<file path="src/rtl/fc_pkg.sv">
// Constants and state encoding shared between the FC input collector and the FC top module.
package fc_pkg;

    localparam int unsigned FC_INPUT_SIZE = 120;
    localparam int unsigned WORD_SIZE     = 16;
    localparam int unsigned IDX_WIDTH     = 7;

    typedef logic [WORD_SIZE-1:0] fc_word_t;

    typedef enum logic [1:0] {
        CLEAR   = 2'd0,
        COLLECT = 2'd1,
        HOLD    = 2'd2
    } fc_state_e;

    // True when the given word index is the final slot of a frame.
    function automatic logic is_last_idx(input logic [IDX_WIDTH-1:0] idx);
        return idx == IDX_WIDTH'(FC_INPUT_SIZE - 1);
    endfunction

endpackage

</file>
<file path="src/rtl/Edge_Detector.sv">
// Rising-edge detector: registers the previous level of sig_i; rise_c is high
// on the cycle the input is 1 and the last sampled level was 0.
module Edge_Detector (
    input  logic clk,
    input  logic rst_n,
    input  logic sig_i,
    output logic rise_c
);

    logic prev_q;

    always_ff @(posedge clk or negedge rst_n) begin
        if (!rst_n) prev_q <= 1'b0;
        else        prev_q <= sig_i;
    end

    assign rise_c = sig_i & ~prev_q;

endmodule

</file>
<file path="src/rtl/fc_input_collector.sv">
// Collects a stream of feature words into the parallel FC input vector and
// holds it until the FC stage signals completion with a rising FC_done.
module fc_input_collector
    import fc_pkg::*;
(
    input  logic                                       clk,
    input  logic                                       rst,
    input  logic                                       in_valid,
    input  logic [WORD_SIZE-1:0]                       in_data,
    input  logic                                       in_last,
    output logic                                       in_ready,
    input  logic                                       FC_done,
    output logic [0:FC_INPUT_SIZE-1][WORD_SIZE-1:0]    FC_inputs,
    output logic                                       CNN_ready,
    output logic                                       frame_error,
    output logic [IDX_WIDTH-1:0]                       word_count
);

    fc_state_e state_q, state_d;

    logic [0:FC_INPUT_SIZE-1][WORD_SIZE-1:0] buf_q, buf_d;
    logic [IDX_WIDTH-1:0]                    count_q, count_d;
    logic                                    err_q, err_d;
    logic                                    done_rise;
    logic                                    accept;
    logic                                    at_last_idx;

    Edge_Detector u_done_edge (
        .clk    (clk),
        .rst_n  (rst),
        .sig_i  (FC_done),
        .rise_c (done_rise)
    );

    assign accept      = in_valid & in_ready;
    assign at_last_idx = is_last_idx(count_q);

    // State register
    always_ff @(posedge clk or negedge rst) begin
        if (!rst) state_q <= CLEAR;
        else      state_q <= state_d;
    end

    // Next-state logic
    always_comb begin
        state_d = state_q;
        unique case (state_q)
            CLEAR:   state_d = COLLECT;
            COLLECT: if (accept && (at_last_idx || in_last)) state_d = HOLD;
            HOLD:    if (done_rise) state_d = CLEAR;
            default: state_d = CLEAR;
        endcase
    end

    // Handshake outputs depend on the state register only
    always_comb begin
        in_ready  = 1'b0;
        CNN_ready = 1'b0;
        unique case (state_q)
            COLLECT: in_ready  = 1'b1;
            HOLD:    CNN_ready = 1'b1;
            default: ;
        endcase
    end

    // Buffer, count and error next-state; frozen outside CLEAR/COLLECT
    always_comb begin
        buf_d   = buf_q;
        count_d = count_q;
        err_d   = err_q;
        if (state_q == CLEAR) begin
            buf_d   = '0;
            count_d = '0;
            err_d   = 1'b0;
        end else if (accept) begin
            for (int i = 0; i < FC_INPUT_SIZE; i++) begin
                if (count_q == IDX_WIDTH'(i)) buf_d[i] = in_data;
            end
            count_d = count_q + IDX_WIDTH'(1);
            // Long frame: last slot filled without in_last; short frame: in_last early
            if (at_last_idx) err_d = ~in_last;
            else if (in_last) err_d = 1'b1;
        end
    end

    always_ff @(posedge clk or negedge rst) begin
        if (!rst) begin
            buf_q   <= '0;
            count_q <= '0;
            err_q   <= 1'b0;
        end else begin
            buf_q   <= buf_d;
            count_q <= count_d;
            err_q   <= err_d;
        end
    end

    assign FC_inputs   = buf_q;
    assign word_count  = count_q;
    assign frame_error = err_q;

endmodule

</file>
<file path="config.mk">
export PLATFORM = sky130hd
export DESIGN_NAME = fc_input_collector
export DESIGN_NICKNAME = d
export VERILOG_FILES = /design/src/rtl/fc_pkg.sv /design/src/rtl/Edge_Detector.sv /design/src/rtl/fc_input_collector.sv
export SDC_FILE = /design/constraint.sdc
export NUM_CORES = 2
export LEC_CHECK = 0
export ABC_AREA = 1
export BUFFER_PORTS_ARGS = -buffer_cell sky130_fd_sc_hd__buf_2
export CAP_MARGIN = 20
export CORE_AREA = 4 4 757 759
export DETAILED_ROUTE_END_ITERATION = 10
export DIE_AREA = 0 0 761 763
export SLEW_MARGIN = 20
export SYNTH_ARGS = -nofsm -noshare
export SYNTH_HDL_FRONTEND = slang
export SYNTH_SLANG_ARGS = --single-unit
</file>
<file path="constraint.sdc">
create_clock -name clk -period 2.1 [get_ports clk]
set_input_delay 0.105 -clock clk [delete_from_list [all_inputs] [get_ports clk]]
set_output_delay 0.105 -clock clk [all_outputs]
set_load 0.1 [all_outputs]
</file>
==> results.yml <==
floorplanning:
  start_util: 0.138
  core_area_um2: 567000
  fp.dieW_um: 761
  io_pins: 1951
  die_h_um: 763
  die_area_um2: 581000
  rows: 277
yosys:
  yosys.area_share.simple: 0.326
  seq_area_frac_synth: 0.619
  syn-cell-area_um2: 78000
  synth-xor-area-share: 0
  synth.distinct_cells: 25
  syn_avg_cell_area_um2: 8.92
  synth_cells: 8748
  ys_warn_count: 0
  synth_compound_area_frac: 0.00148
  synth_top_family_by_area: "simple AND/OR/NAND/NOR gates"
  yosys-mux-area-fraction: 0
  ys_ff_latch: 1931
  synthAdderAreaFrac: 0.000642
  syn-num-nets: 8773
setup_path:
  cp-end-kind: "register"
  worstPathRequired_ps: 2880
  crit_arrival_ps: 3140
  ff2ff_setup_slack_ps: -260
  critPathKind: "register to register"
  critPathMaxFanout: 25
  start_kind: "register"
power_and_ir_drop:
  power.total_uw: 100000
  powerDensity_nw_per_um2: 856
  ir_drop_uv: 789
  leakage_uw: 0.0674
timing:
  skew_ps: 77.1
  min_period_over_period: 1.12
  hold_viol_final: 0
  setup_tns_ps: -67250
  max_freq_ghz: 0.424
  finalCriticalPeriod_ps: 2360
  worstMarginPinSlew_ps: 810
  setup_violations: 995
  rsz0062_at_grt: "true"
  setup_ws_ps: -258
  slew_headroom: 0.464
  final_max_slew_viol_count: 0
clocking:
  numCtsBuffers: 217
  clockBufferDepth: 4
  cts_sinks: 1931
  clk_pin_slew_ps: 60
  clock_latency_ps: 980
  htree_levels: 4
  cts_tree: "yes"
  cts_root_buf: "clkbuf_16"
route:
  via_count: 75600
  routedWlPerCell_um: 24.6
  ant_nets: 0
  drt_iter0_drc: 7850
  firstDrtPassIters: 6
  viasPerCell: 3.97
  drc: 0
  finalWirelength_mm: 467
cells_and_area:
  post_route_cells_drive_above_1_share: 0.326
  fill_cells: 62400
  final_cell_area_um2: 117000
  areaGrowthSynthToFinish_pct: 50.1
  fin_nets: 11300
status:
  status: "complete, but fails checks"
  violations: "setup timing"
place:
  gp_congestion: 0.869
  placed_area_um2: 104000
  io_buffer_count: 1950
  hpwl_mm: 330
  dp_slack_ps: -309
grt:
  grt_overflow_total: 0
  antenna_found_initial: 45
  grt_pass1_vias: 73500
  track_usage: 0.153
  grt_max_degree: 100
  grt_pass1_wl_mm: 628
run:
  maxCapViolCount: 0
worst_hold_path:
  hold_class: "input port to register"
report_power, final:
group	switching, µW	total, µW	internal (µW)
Clock	17200	39600	22400
Combinational	16200	22600	6390
Sequential	371	38100	37800
routing by layer:
metal  vias to the layer above  global-route usage  routed length [µm]
met3                       998              0.0437               44100
met5                         -                   0                  56
met2                      4367               0.252              216000
met4                         8              0.0833               30700
li1                      33000                   -                   -
met1                     37200               0.181              176000
flip-flops by register name, indices dropped and copies added, names as in the netlist:
register	count
FC_inputs	1920
word_count	7
state_q	2
frame_error	1
u_done_edge.prev_q	1
critical path: stages, from the launching register on:
cell	delay [ps]
dfrtp_1	410
buf_6	140
or2_4	300
buf_8	170
buf_12	130
buf_4	130
buf_12	160
buf_16	270
buf_4	170
nand3_1	100
nand2_1	50
stage by stage:
stage                     std cells  utilization  hold slack [ps]
final                         19000        0.206              256
after global routing          19000        0.206              186
after CTS                     19000        0.206              121
after detailed placement      18400        0.183             60.5
after global placement        18400        0.183             62.1
after floorplan                8748            -             -191
cell families after synthesis:
family,Yosys count
flip-flops,1931
adder cells (fa/ha/maj),4
AO/OA/AOI/OAI,23
AND/OR/NAND/NOR,5946
buffers and inverters,844
path summary, 6_finish.rpt:
check                                   to       startpoint  cells past startpoint
setup reg to reg            FC_inputs[551]       state_q[1]                     10
setup / recovery            FC_inputs[551]       state_q[1]                     10
max in group asynchronous  FC_inputs[1727]              rst                      6
hold reg to reg            FC_inputs[1894]  FC_inputs[1894]                      2
hold / removal                 frame_error          in_last                      7
min in group asynchronous  FC_inputs[1541]              rst                      4
synthesized netlist by cell type:
| cell type | count | share of area |
|---|---|---|
| nor2_8 | 9 | 0.0023 |
| buf_4 | 64 | 0.0062 |
| buf_6 | 32 | 0.0046 |
| clkbuf_1 | 227 | 0.011 |
| nor2_1 | 8 | 0.00038 |
| buf_8 | 2 | 0.00038 |
| nand2_1 | 3868 | 0.19 |
| nor3_4 | 3 | 0.00063 |
| nand3_2 | 1 | 0.00013 |
| inv_4 | 1 | 0.000080 |
| nand3_1 | 1941 | 0.12 |
| ha_1 | 4 | 0.00064 |
| nand2_2 | 73 | 0.0059 |
| buf_12 | 1 | 0.00026 |
| inv_2 | 102 | 0.0049 |
| inv_1 | 43 | 0.0021 |
| buf_2 | 310 | 0.020 |
| dfrtp_1 | 1931 | 0.62 |
| nor2_2 | 2 | 0.00016 |
| nand2_4 | 29 | 0.0042 |
| clkinv_2 | 19 | 0.0012 |
| nor2_4 | 11 | 0.0016 |
| buf_1 | 43 | 0.0021 |
| or2_2 | 1 | 0.000080 |
| o21ai_0 | 23 | 0.0015 |
what timing repair did:
item | in CTS | in global routing
hold endpoints to repair | 2581 | 0
pin swaps | 82 | 13
gates resized for setup | 435 | 51
setup endpoints to repair | 1521 | 1778
buffers inserted | 112 | 11
hold buffers | 24 | 0
gates cloned | 91 | 2
area by class of cell:
| type | instances | area, µm² | area share |
|---|---|---|---|
| diodes | 24 | 60.1 | 0.000513 |
| clock buffers | 306 | 6200 | 0.0530 |
| clock inverters | 84 | 1100 | 0.00936 |
| inverters | 165 | 938 | 0.00801 |
| multi-input cells | 5974 | 26300 | 0.225 |
| flip-flops and latches | 1931 | 48300 | 0.413 |
| well taps | 7533 | 9430 | 0.0805 |
| repair buffers | 2998 | 24700 | 0.211 |
| repair inverters | 1 | 8.76 | 0.0000748 |
layout by cell type (no fill, tap or decap), types with 3 or more instances in the layout:
master         count
bufinv_16         13
clkbuf_16        219
nor3_4             3
nor2_4            13
inv_2             90
nand2_4           49
nand3_1         1879
dlygate4sd3_1     23
inv_6             12
inv_4             12
diode_2           24
nand2_8            9
clkbuf_1          45
buf_12           314
buf_6             26
buf_4            556
nor2_1             7
nand3_2           61
clkinv_2          52
inv_16             7
nor2_8             9
buf_8             14
inv_8             14
inv_1             19
nand2_1         3810
bufbuf_16         20
dfrtp_1         1920
o21ai_0           23
clkbuf_8          44
ha_4               3
buf_16           113
buf_2           1930
dfrtp_2           11
clkinvlp_4         7
nand2_2          102
clkinv_4          10
clkinv_16         10
(Power assumes the default switching activity.)
